===== src/rtl/apb_uart_csr_pkg.sv =====
// Shared register offsets, state encoding and decoded register selects for the UART CSR slave.
package apb_uart_csr_pkg;

  localparam int unsigned CTRL_OFS   = 'h000;
  localparam int unsigned BAUD_OFS   = 'h004;
  localparam int unsigned STATUS_OFS = 'h008;
  localparam int unsigned TXD_OFS    = 'h00C;
  localparam int unsigned RXD_OFS    = 'h010;

  localparam logic [15:0] BAUD_RST_DEF = 16'h0036;

  typedef enum logic {IDLE, ACCESS} state_e;

  typedef enum logic [2:0] {
    REG_CTRL, REG_BAUD, REG_STATUS, REG_TXD, REG_RXD, REG_NONE
  } reg_e;

endpackage


===== src/rtl/apb_uart_csr_decode.sv =====
// Combinational address/direction decode: register select plus an error flag for
// unaligned, unmapped or write-to-read-only accesses. Zero latency, no flow control.
module apb_uart_csr_decode
  import apb_uart_csr_pkg::*;
#(
  parameter int ADDR_W = 12
) (
  input  logic [ADDR_W-1:0] addr,
  input  logic              write,
  output reg_e              sel,
  output logic              err
);

  always_comb begin
    sel = REG_NONE;
    err = 1'b0;
    if (addr[1:0] != 2'b00)                 err = 1'b1;
    else if (addr == ADDR_W'(CTRL_OFS))     sel = REG_CTRL;
    else if (addr == ADDR_W'(BAUD_OFS))     sel = REG_BAUD;
    else if (addr == ADDR_W'(STATUS_OFS))   sel = REG_STATUS;
    else if (addr == ADDR_W'(TXD_OFS))      sel = REG_TXD;
    else if (addr == ADDR_W'(RXD_OFS))      sel = REG_RXD;
    else                                    err = 1'b1;
    if (write && (sel == REG_STATUS || sel == REG_RXD)) err = 1'b1;
  end

endmodule


===== src/rtl/apb_uart_csr_slave.sv =====
// APB completer for the UART CSR bank; access phase is WAIT_STATES+1 cycles, then pready
// is held until the master completes or drops psel. TX/RX side effects pulse after completion.
module apb_uart_csr_slave
  import apb_uart_csr_pkg::*;
#(
  parameter int unsigned WAIT_STATES = 1,
  parameter logic [15:0] BAUD_RST    = BAUD_RST_DEF,
  parameter int          ADDR_W      = 12
) (
  input  logic              pclk,
  input  logic              presetn,
  input  logic [ADDR_W-1:0] paddr,
  input  logic              psel,
  input  logic              penable,
  input  logic              pwrite,
  input  logic [3:0]        pstrb,
  input  logic [31:0]       pwdata,
  output logic [31:0]       prdata,
  output logic              pready,
  output logic              pslverr,
  output logic [31:0]       ctrl_o,
  output logic [15:0]       baud_div_o,
  input  logic [7:0]        status_i,
  input  logic              tx_full_i,
  output logic [7:0]        tx_data_o,
  output logic              tx_push_o,
  input  logic [7:0]        rx_data_i,
  input  logic              rx_valid_i,
  output logic              rx_pop_o
);

  state_e      state;
  logic [3:0]  cnt;
  reg_e        a_sel;
  logic        a_write;
  logic        a_err;
  logic [3:0]  a_strb;
  logic [31:0] a_wdata;

  reg_e        dec_sel;
  logic        dec_err;

  apb_uart_csr_decode #(.ADDR_W(ADDR_W)) u_decode (
    .addr  (paddr),
    .write (pwrite),
    .sel   (dec_sel),
    .err   (dec_err)
  );

  // With zero wait states the response is formed from the live setup decode.
  reg_e        r_sel;
  logic        r_write;
  logic        rsp_err;
  logic [31:0] rsp_data;

  always_comb begin
    r_sel    = (state == IDLE) ? dec_sel : a_sel;
    r_write  = (state == IDLE) ? pwrite  : a_write;
    rsp_err  = ((state == IDLE) ? dec_err : a_err)
             | (r_write  && r_sel == REG_TXD && tx_full_i)
             | (!r_write && r_sel == REG_RXD && !rx_valid_i);
    rsp_data = 32'h0;
    if (!r_write && !rsp_err) begin
      case (r_sel)
        REG_CTRL:   rsp_data = ctrl_o;
        REG_BAUD:   rsp_data = {16'h0, baud_div_o};
        REG_STATUS: rsp_data = {24'h0, status_i};
        REG_RXD:    rsp_data = {24'h0, rx_data_i};
        default:    rsp_data = 32'h0;
      endcase
    end
  end

  always_ff @(posedge pclk or negedge presetn) begin
    if (!presetn) begin
      state      <= IDLE;
      cnt        <= 4'd0;
      a_sel      <= REG_NONE;
      a_write    <= 1'b0;
      a_err      <= 1'b0;
      a_strb     <= 4'h0;
      a_wdata    <= 32'h0;
      prdata     <= 32'h0;
      pready     <= 1'b0;
      pslverr    <= 1'b0;
      ctrl_o     <= 32'h0;
      baud_div_o <= BAUD_RST;
      tx_data_o  <= 8'h0;
      tx_push_o  <= 1'b0;
      rx_pop_o   <= 1'b0;
    end else begin
      tx_push_o <= 1'b0;
      rx_pop_o  <= 1'b0;
      case (state)
        IDLE: begin
          if (psel && !penable) begin
            state   <= ACCESS;
            cnt     <= 4'(WAIT_STATES);
            a_sel   <= dec_sel;
            a_write <= pwrite;
            a_err   <= dec_err;
            a_strb  <= pstrb;
            a_wdata <= pwdata;
            if (WAIT_STATES == 0) begin
              pready  <= 1'b1;
              pslverr <= rsp_err;
              prdata  <= rsp_data;
            end
          end
        end
        ACCESS: begin
          if (!psel) begin
            state   <= IDLE;
            cnt     <= 4'd0;
            pready  <= 1'b0;
            pslverr <= 1'b0;
            prdata  <= 32'h0;
          end else if (pready && penable) begin
            state   <= IDLE;
            pready  <= 1'b0;
            pslverr <= 1'b0;
            prdata  <= 32'h0;
            // Commit follows the response already returned to the master.
            if (!pslverr) begin
              if (a_write) begin
                case (a_sel)
                  REG_CTRL: begin
                    for (int b = 0; b < 4; b++)
                      if (a_strb[b]) ctrl_o[8*b +: 8] <= a_wdata[8*b +: 8];
                  end
                  REG_BAUD: begin
                    for (int b = 0; b < 2; b++)
                      if (a_strb[b]) baud_div_o[8*b +: 8] <= a_wdata[8*b +: 8];
                  end
                  REG_TXD: begin
                    if (a_strb[0]) begin
                      tx_data_o <= a_wdata[7:0];
                      tx_push_o <= 1'b1;
                    end
                  end
                  default: ;
                endcase
              end else if (a_sel == REG_RXD) begin
                rx_pop_o <= 1'b1;
              end
            end
          end else if (cnt != 4'd0) begin
            cnt <= cnt - 4'd1;
            if (cnt == 4'd1) begin
              pready  <= 1'b1;
              pslverr <= rsp_err;
              prdata  <= rsp_data;
            end
          end
        end
        default: state <= IDLE;
      endcase
    end
  end

endmodule

===== config.mk =====
export PLATFORM = sky130hd
export DESIGN_NAME = apb_uart_csr_slave
export DESIGN_NICKNAME = d
export VERILOG_FILES = /design/src/rtl/apb_uart_csr_pkg.sv /design/src/rtl/apb_uart_csr_decode.sv /design/src/rtl/apb_uart_csr_slave.sv
export SDC_FILE = /design/constraint.sdc
export NUM_CORES = 1
export LEC_CHECK = 0
export ABC_AREA = 1
export CAP_MARGIN = 15
export CORE_ASPECT_RATIO = 0.6
export CORE_MARGIN = 3
export CORE_UTILIZATION = 49
export CTS_CLUSTER_DIAMETER = 100
export CTS_CLUSTER_SIZE = 20
export DETAILED_ROUTE_END_ITERATION = 12
export PLACE_DENSITY = 0.81
export RECOVER_POWER = 50
export SLEW_MARGIN = 20
export SYNTH_ARGS = -nofsm -noshare
export SYNTH_HDL_FRONTEND = slang
export SYNTH_HIERARCHICAL = 1
export SYNTH_SLANG_ARGS = --single-unit

===== constraint.sdc =====
create_clock -name pclk -period 1.9 [get_ports pclk]
set_input_delay 0.285 -clock pclk [delete_from_list [all_inputs] [get_ports pclk]]
set_output_delay 0.285 -clock pclk [all_outputs]
set_load 0.01 [all_outputs]

== After elaboration in Yosys (flattened, before gate mapping) ==
Cells that the tools add are included.

* Bits in registers: 138
* Input port bits: 71
* Output and inout port bits: 92
* Logic and storage cells: 123

* Add/subtract/negate cells: 1
* Equal/unequal tests: 19
* Multiplexer cells: 52
* Bitwise gates (word level): 4
* Reductions and logical operators: 28

{| class="wikitable"
|+ Operators by type and width
! kind !! count
|-
| 2-to-1 mux 32 bit || 5
|-
| case mux 32 bit (4 select lines) || 1
|-
| AND reduction 7 bit || 7
|-
| 2-to-1 mux 1 bit || 34
|-
| == test 12 x 4 -> 1 bit (second input constant) || 2
|-
| 2-to-1 mux 3 bit || 6
|-
| 2-to-1 mux 4 bit || 4
|-
| == test 12 x 3 -> 1 bit (second input constant) || 1
|-
| == test 12 x 5 -> 1 bit (second input constant) || 1
|-
| == test 3 x 2 -> 1 bit (second input constant) || 4
|-
| logical NOT 12 bit || 1
|-
| == test 3 bit (second input constant) || 3
|-
| logical AND 1 bit || 8
|-
| case mux 4 bit (2 select lines) || 1
|-
| == test 3 x 1 -> 1 bit (second input constant) || 2
|-
| logical NOT 3 bit || 2
|-
| != test 3 x 1 -> 1 bit (second input constant) || 2
|-
| AND reduction 3 bit || 2
|-
| == test 4 x 1 -> 1 bit (second input constant) || 1
|-
| logical NOT 1 bit || 4
|-
| nonzero test 4 bit || 1
|-
| subtractor 4 x 1 -> 4 bit (second input constant) || 1
|-
| != test 3 x 2 -> 1 bit (second input constant) || 1
|-
| != test 3 bit (second input constant) || 1
|-
| other kinds (7) || 9
|}

== Logic depth before layout (Yosys ltp) ==
Gate-level depths: netlist of run 1.

* Depth in word-level cells: 21
* Mapped depth: 17
* Gate-level depth less buffers: 17

== Cells and area by module ==
The synthesis of run 1 kept the hierarchy.

{| class="wikitable"
|+ By module, submodules not included
! module !! times used !! cells an instance !! area each (um2) !! sequential area each (um2)
|-
| apb_uart_csr_slave || 1 || 695 || 6188.4 || 3460.8
|-
| apb_uart_csr_decode || 1 || 42 || 191.4 || 0.0
|}

== Worst setup path after synthesis of run 1 ==
OpenSTA, ideal clock, no wires.

* Path type: in2reg
* Start point: in paddr[9]
* End point: reg prdata[16]
* Library setup time: 0.118 ns
* Data arrival time: 1.638 ns
* Required time: 1.782 ns
* Setup slack: 0.144 ns
* Stages: 16
* Buffers on the path: 1
* Cell sequence: nor2_1 nand2_2 clkinv_1 nand3_1 nand2_1 a21oi_1 inv_1 nand2_1 nand2_4 nor2_2 nand3_2 nand2_2 nor2_4 nand2_4 buf_6 o21ai_2

* Word-level cells in the longest chain between the ends: 21
* Elaborated cells between the ends (all ways): 43
* Classes of those cells: 10 x eq/ne; 21 x mux; 2 x bitwise; 10 x reduce/logical

{| class="wikitable"
|+ RTL lines
! what !! line !! RTL
|-
| start, declared || apb_uart_csr_slave.sv:12 || <nowiki>input logic [ADDR_W-1:0] paddr,</nowiki>
|-
| == test 12 x 5 -> 1 bit || apb_uart_csr_decode.sv:22 || <nowiki>else if (addr == ADDR_W'(RXD_OFS)) sel = REG_RXD;</nowiki>
|-
| 2-to-1 mux 1 bit || apb_uart_csr_decode.sv:22 ||
|-
| 2-to-1 mux 3 bit || apb_uart_csr_decode.sv:21 || <nowiki>else if (addr == ADDR_W'(TXD_OFS)) sel = REG_TXD;</nowiki>
|-
| 2-to-1 mux 3 bit || apb_uart_csr_decode.sv:20 || <nowiki>else if (addr == ADDR_W'(STATUS_OFS)) sel = REG_STATUS;</nowiki>
|-
| 2-to-1 mux 3 bit || apb_uart_csr_decode.sv:19 || <nowiki>else if (addr == ADDR_W'(BAUD_OFS)) sel = REG_BAUD;</nowiki>
|-
| 2-to-1 mux 3 bit * || apb_uart_csr_decode.sv:18 || <nowiki>else if (addr == ADDR_W'(CTRL_OFS)) sel = REG_CTRL;</nowiki>
|-
| 2-to-1 mux 3 bit * || apb_uart_csr_decode.sv:17 || <nowiki>if (addr[1:0] != 2'b00) err = 1'b1;</nowiki>
|-
| named net dec_sel[0] || apb_uart_csr_slave.sv:40 || <nowiki>reg_e dec_sel;</nowiki>
|-
| [6 not listed] || n/a ||
|-
| bitwise OR 1 bit || apb_uart_csr_slave.sv:61 || <nowiki>| (!r_write && r_sel == REG_RXD && !rx_valid_i);</nowiki>
|-
| logical NOT 1 bit || apb_uart_csr_slave.sv:63 || <nowiki>if (!r_write && !rsp_err) begin</nowiki>
|-
| logical AND 1 bit || apb_uart_csr_slave.sv:63 ||
|-
| 2-to-1 mux 32 bit * || apb_uart_csr_slave.sv:63 ||
|-
| 2-to-1 mux 32 bit * || apb_uart_csr_slave.sv:149 || <nowiki>if (cnt == 4'd1) begin</nowiki>
|-
| 2-to-1 mux 32 bit * || apb_uart_csr_slave.sv:147 || <nowiki>end else if (cnt != 4'd0) begin</nowiki>
|-
| 2-to-1 mux 32 bit * || apb_uart_csr_slave.sv:118 || <nowiki>end else if (pready && penable) begin</nowiki>
|-
| 2-to-1 mux 32 bit * || apb_uart_csr_slave.sv:112 || <nowiki>if (!psel) begin</nowiki>
|-
| end signal, assigned || apb_uart_csr_slave.sv:107 || <nowiki>prdata <= rsp_data;</nowiki>
|-
| end signal, assigned || apb_uart_csr_slave.sv:152 || <nowiki>prdata <= rsp_data;</nowiki>
|-
| end, declared || apb_uart_csr_slave.sv:18 || <nowiki>output logic [31:0] prdata,</nowiki>
|}

Mark *: on every way through the listed nets, which the timed path passes. The rest lies on a longest branch. The select of a mux whose other input is x is not followed.
A chain may end at the register's enable or synchronous reset.

== Worst setup path in the final report of run 1 ==
* Start point: in paddr[3]
* End point: reg prdata[12]

* Elaborated cells between the ends (all ways): 43
* Classes of those cells: 10 x eq/ne; 21 x mux; 2 x bitwise; 10 x reduce/logical

{| class="wikitable"
|+ RTL lines
! what !! line !! RTL
|-
| == test 12 x 4 -> 1 bit || apb_uart_csr_decode.sv:21 ||
|-
| 2-to-1 mux 3 bit || apb_uart_csr_decode.sv:21 ||
|-
| 2-to-1 mux 3 bit || apb_uart_csr_decode.sv:20 ||
|-
| 2-to-1 mux 3 bit || apb_uart_csr_decode.sv:19 ||
|-
| 2-to-1 mux 3 bit * || apb_uart_csr_decode.sv:18 ||
|-
| 2-to-1 mux 3 bit * || apb_uart_csr_decode.sv:17 ||
|-
| named net dec_sel[2] || apb_uart_csr_slave.sv:40 ||
|-
| == test 3 x 2 -> 1 bit or == test 3 bit (tied branches) || apb_uart_csr_decode.sv:24 || <nowiki>if (write && (sel == REG_STATUS || sel == REG_RXD)) err = 1'b1;</nowiki>
|-
| [5 not listed] || n/a ||
|-
| bitwise OR 1 bit || apb_uart_csr_slave.sv:61 ||
|-
| logical NOT 1 bit || apb_uart_csr_slave.sv:63 ||
|-
| logical AND 1 bit || apb_uart_csr_slave.sv:63 ||
|-
| 2-to-1 mux 32 bit * || apb_uart_csr_slave.sv:63 ||
|-
| 2-to-1 mux 32 bit * || apb_uart_csr_slave.sv:149 ||
|-
| 2-to-1 mux 32 bit * || apb_uart_csr_slave.sv:147 ||
|-
| 2-to-1 mux 32 bit * || apb_uart_csr_slave.sv:118 ||
|-
| 2-to-1 mux 32 bit * || apb_uart_csr_slave.sv:112 ||
|}

Marks and branches as above.

==> flow_summary.json, run 1 <==
{
  "outcome": "completed",
  "grt_max_degree": 61,
  "power.density_mw_per_mm2": 959,
  "reg2reg_slack_ps": 180,
  "finalMaxSlewViolations": 0,
  "cts.reportedPaths.clkPinSlew_ps": 60,
  "timing.fmax_ghz": 0.541,
  "antenna_found_initial": 0,
  "hold_end": "a_wdata[30]",
  "synth_cells": 737,
  "crit_type": "in -> reg",
  "end_kind": "flip-flop",
  "slowest_stage": "dlygate4sd2_1",
  "post_drt_wl_per_cell_um": 15.9,
  "diodes": 0,
  "final_layout_size_suffix_gt1_share_pct": 18.7,
  "vias": 5775,
  "cts_tree": "built",
  "required_ps": 2240,
  "r2r-end": "prdata[27]",
  "startpoint_type": "input pin",
  "grt_overflow_total": 0,
  "yosys_warnings": 6,
  "irDropWorstVdd_v": 0.000678,
  "area_growth_pct": 46.9,
  "final.min_clock_period_ps": 1850,
  "yosysUniqueCellTypes": 33,
  "ios": 163,
  "worst_pin_slew_ps": 783,
  "firstDrtPassIters": 5,
  "cts.root.buffer_cell": "clkbuf_16",
  "place_inst": 1079,
  "cts_max_level": 4,
  "max_slew_margin_pct": 47.8,
  "grt_pass1_wl_um": 28500,
  "fin_nets": 1015,
  "clockBufferDepth": 2,
  "holdCritPathClass": "in -> reg",
  "finalNonFillerCells": 1118,
  "netlist_area_mm2": 0.00638,
  "die_w_um": 153,
  "die_h_um": 94.4,
  "insertion_delay_ps": 410,
  "skew_ps": 11.5,
  "cpPeakStageDelay_ps": 270,
  "dp_hpwl_um": 12500,
  "cts_sinks": 138,
  "final_antenna_net_count": 0,
  "placementRows": 31,
  "ys_seq_area_share_pct": 54.2,
  "drv_cap": 0,
  "min_from": "pwdata[30]",
  "setup_viol": 0,
  "avgSynthCellArea_um2": 8.66,
  "reg2regPathDepth": 11,
  "drc": 0,
  "p_leak_nw": 4.47,
  "ys_ff_latch": 138,
  "hold_depth": 3,
  "via_per_inst": 5.17,
  "cp_common_cell": "nand2_2",
  "critical_path_arrival_ps": 2190,
  "hold_ws_ps": 444,
  "core_area_mm2": 0.0124,
  "hold_violations": 0,
  "grt_use_total_pct": 24.9,
  "synthesis.nets": 811,
  "grt_pass1_vias": 5614,
  "drt-total-wl_um": 17800,
  "cp_cell_sequence": "dlygate4sd2_1, nor2_2, nand2_2, nor2_4, nand2_2, nand2_2, nor2_4, nand2_2, nand2_4, buf_12, nor2_4, clkbuf_16, nand2_4, nand2_2, nand2_2, o21ai_2",
  "critPathMaxFanout": 6,
  "gp_congestion": 0.876,
  "period_share_pct": 97.3,
  "numCtsBuffers": 17,
  "drt_iter0_markers": 310,
  "io_buffers": 162,
  "die-area_mm2": 0.0145,
  "r2r-start": "cnt[0]",
  "start_util_pct": 51.6
}
==> worst max-delay path, delay by kind of cell <==
kind | cells | cell delay, ps
buf+inv | 3 | 610
compound gates | 1 | 90
simple gates | 12 | 1190
==> flip-flops by register name, indices dropped and copies added, names as in the netlist <==
| signal | flops |
|---|---|
| a_wdata | 32 |
| a_err | 1 |
| baud_div_o | 16 |
| a_strb | 4 |
| a_write | 1 |
| ctrl_o | 32 |
| pslverr | 1 |
| pready | 1 |
| tx_push_o | 1 |
| tx_data_o | 8 |
| rx_pop_o | 1 |
| prdata | 32 |
| cnt | 4 |
| state | 1 |
| a_sel | 3 |
==> cell usage in the layout, fill, tap and decap left out, types with 3 or more instances in the layout <==
cell type,instances
buf_12,12
bufinv_16,4
nor2_2,7
o21ai_1,23
clkbuf_16,18
nor3_1,4
nor2_4,9
nand2_2,21
clkinv_4,5
buf_4,30
dlygate4sd2_1,3
dfstp_2,5
nand4_1,11
ha_1,3
nand2_1,177
nand3_2,7
o21ai_0,48
clkdlybuf4s50_1,149
o21ai_2,21
nand3_1,53
mux2_2,4
nor2_1,61
dlymetal6s2s_1,9
nand2_4,10
clkbuf_2,4
inv_2,4
clkbuf_1,4
a21oi_1,33
dfrtp_1,131
inv_1,61
==> what timing repair did <==
action / 4_1_cts / 5_1_grt
buffers inserted: 3 / 3
endpoints found under the setup margin: 32 / 33
gates cloned: 1 / 1
hold buffers: 1 / 0
endpoints found under the hold margin: 29 / 0
pin swaps: 3 / 35
gates resized for setup: 13 / 44
==> routing by layer <==
| metal | global-route usage [%] | wire length [um] | vias to the layer above |
|---|---|---|---|
| met2 | 37.5 | 7870 | 190 |
| met5 | 0 | 0 | - |
| met4 | 5.26 | 104 | 0 |
| li1 | - | - | 2786 |
| met3 | 7.69 | 1250 | 11 |
| met1 | 35.9 | 8590 | 2788 |
==> cells by family after synthesis <==
family          count (synthesis)  share of synthesized area (%)
simple gates                  365                           26.1
flops                         138                           54.2
compound gates                127                           11.2
buf+inv                        98                           6.90
mux                             4                          0.706
fa+ha+maj                       3                          0.588
xor+xnor                        2                          0.275
==> worst max path at each step <==
stage              from    endpoint  slack, ps  cells past startpoint
6_report       paddr[3]  prdata[12]         50                     16
3_5_place_dp   paddr[3]  prdata[23]       -510                     15
5_1_grt        paddr[3]  prdata[12]        -50                     16
3_3_place_gp   paddr[0]  prdata[22]       -450                     17
2_1_floorplan  paddr[9]  prdata[16]        140                     16
4_1_cts        paddr[9]  prdata[13]       -0.5                     16
==> layout make-up <==
cell class | instances | area (um2)
sequential | 138 | 3460
fill | 902 | 3000
multi-input combinational | 501 | 2610
timing repair buffer | 215 | 2190
clock buffer | 19 | 443
inverter | 68 | 264
tap | 165 | 206
clock inverter | 12 | 191
==> synthesized netlist by cell type (all sizes together) <==
cell | instances | share of area, %
ha | 3 | 0.59
nand3 | 60 | 4.8
clkinv | 1 | 0.059
o21ai | 92 | 8.5
xor2 | 1 | 0.14
inv | 67 | 4.0
clkbuf | 11 | 0.65
nand4 | 12 | 1.3
a21oi | 35 | 2.7
xnor2 | 1 | 0.14
dfrtp | 132 | 52
buf | 19 | 2.2
nand2 | 208 | 13
mux2 | 4 | 0.71
or2 | 1 | 0.098
nor3 | 5 | 0.57
dfstp | 6 | 2.5
nor2 | 79 | 6.0
==> power breakdown <==
part / total, mW / internal, mW / switching, mW
sequential: 3.52 / 3.28 / 0.235
combinational: 1.92 / 0.857 / 1.07
clock: 3.55 / 2.25 / 1.30
==> per-stage QoR <==
| step | power [mW] | setup TNS (ps) | setup WS, ps | cell area, um2 | util [%] |
|---|---|---|---|---|---|
| after floorplan | 4.49 | 0 | 144 | 6380 | - |
| after global placement | 5.33 | -14280 | -450 | 8520 | 68.9 |
| after detailed placement | 5.39 | -16150 | -515 | 8520 | 68.9 |
| after CTS | 8.98 | -0.523 | -0.523 | 9270 | 74.9 |
| after global routing | 9.38 | -273 | -51.9 | 9370 | 75.7 |
| final | 8.99 | 0 | 52.1 | 9370 | 75.7 |
Note: power is estimated with default switching activity, not from simulation.
==> run 2: changes to the inputs <==
- ABC_AREA: 1 -> default
- CORE_UTILIZATION: 49 -> 48
==> run 2 against run 1 <==
Compared with the run above:
- the run now ends with setup timing left
- register-to-register slack worse by 360 ps
- routed wire length down 7.5%
- cell count down 26%
- worst setup slack worse by 270 ps
- sequential power down 5.7%
- combinational power down 45%
- synthesized cell count down 41%
- clock power down 13%
==> flow_summary.json, run 2 <==
{
  "outcome": "complete, but fails checks",
  "violations": "setup timing",
  "post-place-ws_ps": -1000,
  "mostFrequentLayoutCells": "dfrtp_1, clkdlybuf4s50_1, mux2_2",
  "end_kind": "flip-flop",
  "drv_cap": 0,
  "dp_hpwl_um": 11500,
  "cp_cell_sequence": "buf_6, nor4_4, nand3_2, a211o_1, or4_4, a21oi_2, o22a_2, nor3_4, buf_12, a22o_2",
  "antenna_found_initial": 0,
  "crit_family": "simple AND/OR/NAND/NOR gates",
  "final.min_clock_period_ps": 2120,
  "via_per_inst": 5.52,
  "drt_iter0_markers": 219,
  "critical_path_arrival_ps": 2410,
  "async_reset_ff_share_pct": 100,
  "cts.root.buffer_cell": "clkbuf_16",
  "power.density_mw_per_mm2": 837,
  "insertion_delay_ps": 420,
  "gp_congestion": 0.824,
  "die_w_um": 149,
  "final_layout_size_suffix_gt1_share_pct": 38.5,
  "irDropWorstVdd_v": 0.000670,
  "final_common_cell": "dfrtp_1",
  "firstDrtPassIters": 5,
  "io_buffers": 162,
  "reg2reg_slack_ps": -180,
  "netlist_area_mm2": 0.00590,
  "timing.fmax_ghz": 0.472,
  "final_antenna_net_count": 0,
  "die-area_mm2": 0.0137,
  "cts_sinks": 138,
  "synth_top_flop_cell": "dfrtp_1",
  "cts_tree": "built",
  "synthesis.nets": 510,
  "power_mw": 7.46,
  "synth_commonest_cells": "dfrtp_1, mux2_2, nand2_1",
  "rsz0062_at_grt": "yes",
  "grt_overflow_total": 0,
  "cp_num_buf_inv": 2,
  "drc": 0,
  "synth_edf_count": 0,
  "utilization_pct": 76.6,
  "slowest_stage": "or4_4",
  "hold_ws_ps": 282,
  "holdCritPathClass": "in -> reg",
  "ios": 163,
  "vias": 4596,
  "max_slew_margin_pct": 12.4,
  "avgSynthCellArea_um2": 13.5,
  "ys_seq_area_share_pct": 58.7,
  "setup_viol": 33,
  "post-route-cell-area_mm2": 0.00891,
  "drt-total-wl_um": 16500,
  "numCtsBuffers": 17,
  "yosys_warnings": 6,
  "clockBufferDepth": 2,
  "start_util_pct": 50.7,
  "reg_top3": "a_wdata x32, ctrl_o x32, prdata x32",
  "synth_most_common_cell": "dfrtp_1",
  "ys_top_cells_by_area": "dfrtp_1, mux2_2, dfstp_2",
  "startpoint_type": "input pin",
  "yosys.area.top_type": "dfrtp_1",
  "crit_type": "in -> reg",
  "grt_pass1_vias": 4791,
  "core_area_mm2": 0.0116,
  "grt_use_total_pct": 24.2,
  "period_share_pct": 111,
  "grt_max_degree": 52,
  "cts.reportedPaths.clkPinSlew_ps": 60,
  "p_leak_nw": 4.02,
  "yosysUniqueCellTypes": 57,
  "die_h_um": 91.9,
  "skew_ps": 13.9,
  "synth_top_area_share_pct": 56.0,
  "worst_pin_slew_ps": 1310,
  "synth_cells": 436,
  "fin_ws_ps": -217,
  "diodes": 0,
  "placedInstanceArea_mm2": 0.00813,
  "required_ps": 2190,
  "fin_nets": 733,
  "finalMaxSlewViolations": 0,
  "hold_violations": 0,
  "placementRows": 30,
  "ys_ff_latch": 138,
  "critPathMaxFanout": 16,
  "cpPeakStageDelay_ps": 530,
  "post_drt_wl_per_cell_um": 19.8,
  "cts_max_level": 4,
  "grt_pass1_wl_um": 25800,
  "area_growth_pct": 51.1
}
run 2: layout make-up:
| type | instances | area [um2] |
|---|---|---|
| clock buffer | 21 | 450 |
| clock inverter | 11 | 100 |
| fill | 711 | 2730 |
| inverter | 5 | 18.8 |
| multi-input combinational | 277 | 2490 |
| sequential | 138 | 3460 |
| tap | 160 | 200 |
| timing repair buffer | 220 | 2180 |
run 2: worst paths after layout:
path,endpoint,startpoint,cells past startpoint
max in group asynchronous,a_sel[0],presetn,3
setup reg to reg,prdata[15],cnt[1],8
setup / recovery,prdata[20],paddr[5],10
min in group asynchronous,a_wdata[19],presetn,2
hold reg to reg,prdata[2],prdata[2],2
hold / removal,pready,psel,3
run 2: worst register-to-register path: stages, from the launching register on:
cell and delay [ps]:
dfrtp_1 380, inv_2 110, ha_4 130, or4b_4 490, nor2_4 160, o211ai_2 150
buf_4 160, or2_4 290, o21ai_2 150
run 2: report_power, final:
group	total [mW]	internal [mW]	leakage, nW	switching (mW)
logic	1.06	0.596	1.95	0.464
registers	3.32	3.15	1.81	0.163
clock network	3.08	1.83	0.255	1.25
run 2: metal layers:
metal	track usage [%]	vias up	wire length [um]	share of wire, %
met5	0	-	0	0
met4	6.47	0	212	1.3
met3	8.94	24	1600	9.7
met2	36.9	204	7440	45
met1	33.1	2315	7230	44
li1	-	2053	-	-
run 2: cells by family (layout without fill, tap and decap cells):
group / Yosys count / count (layout) / share of synthesized area (%)
AOI/OAI and AO/OA: 85 / 85 / 10.2
adders and majority gates: 4 / 4 / 0.806
buffers and inverters: 21 / 257 / 1.87
DFF: 138 / 138 / 58.7
muxes: 107 / 107 / 20.4
and+or+nand+nor: 81 / 81 / 7.96
run 2: metrics by stage:
stage | instances | TNS [ps]
2_1_floorplan | 436 | -9070
3_3_place_gp | 791 | -43510
3_5_place_dp | 791 | -47550
4_1_cts | 828 | -6060
5_1_grt | 832 | -8910
6_report | 832 | -5790
run 2: timing repair:
action                                 in CTS  in global routing
buffers inserted                            4                  4
endpoints found under the hold margin      46                  0
pin swaps                                  21                 13
setup endpoints to repair                  41                 65
gates cloned                                1                  1
hold buffers                                1                  0
gates resized for setup                    31                 39
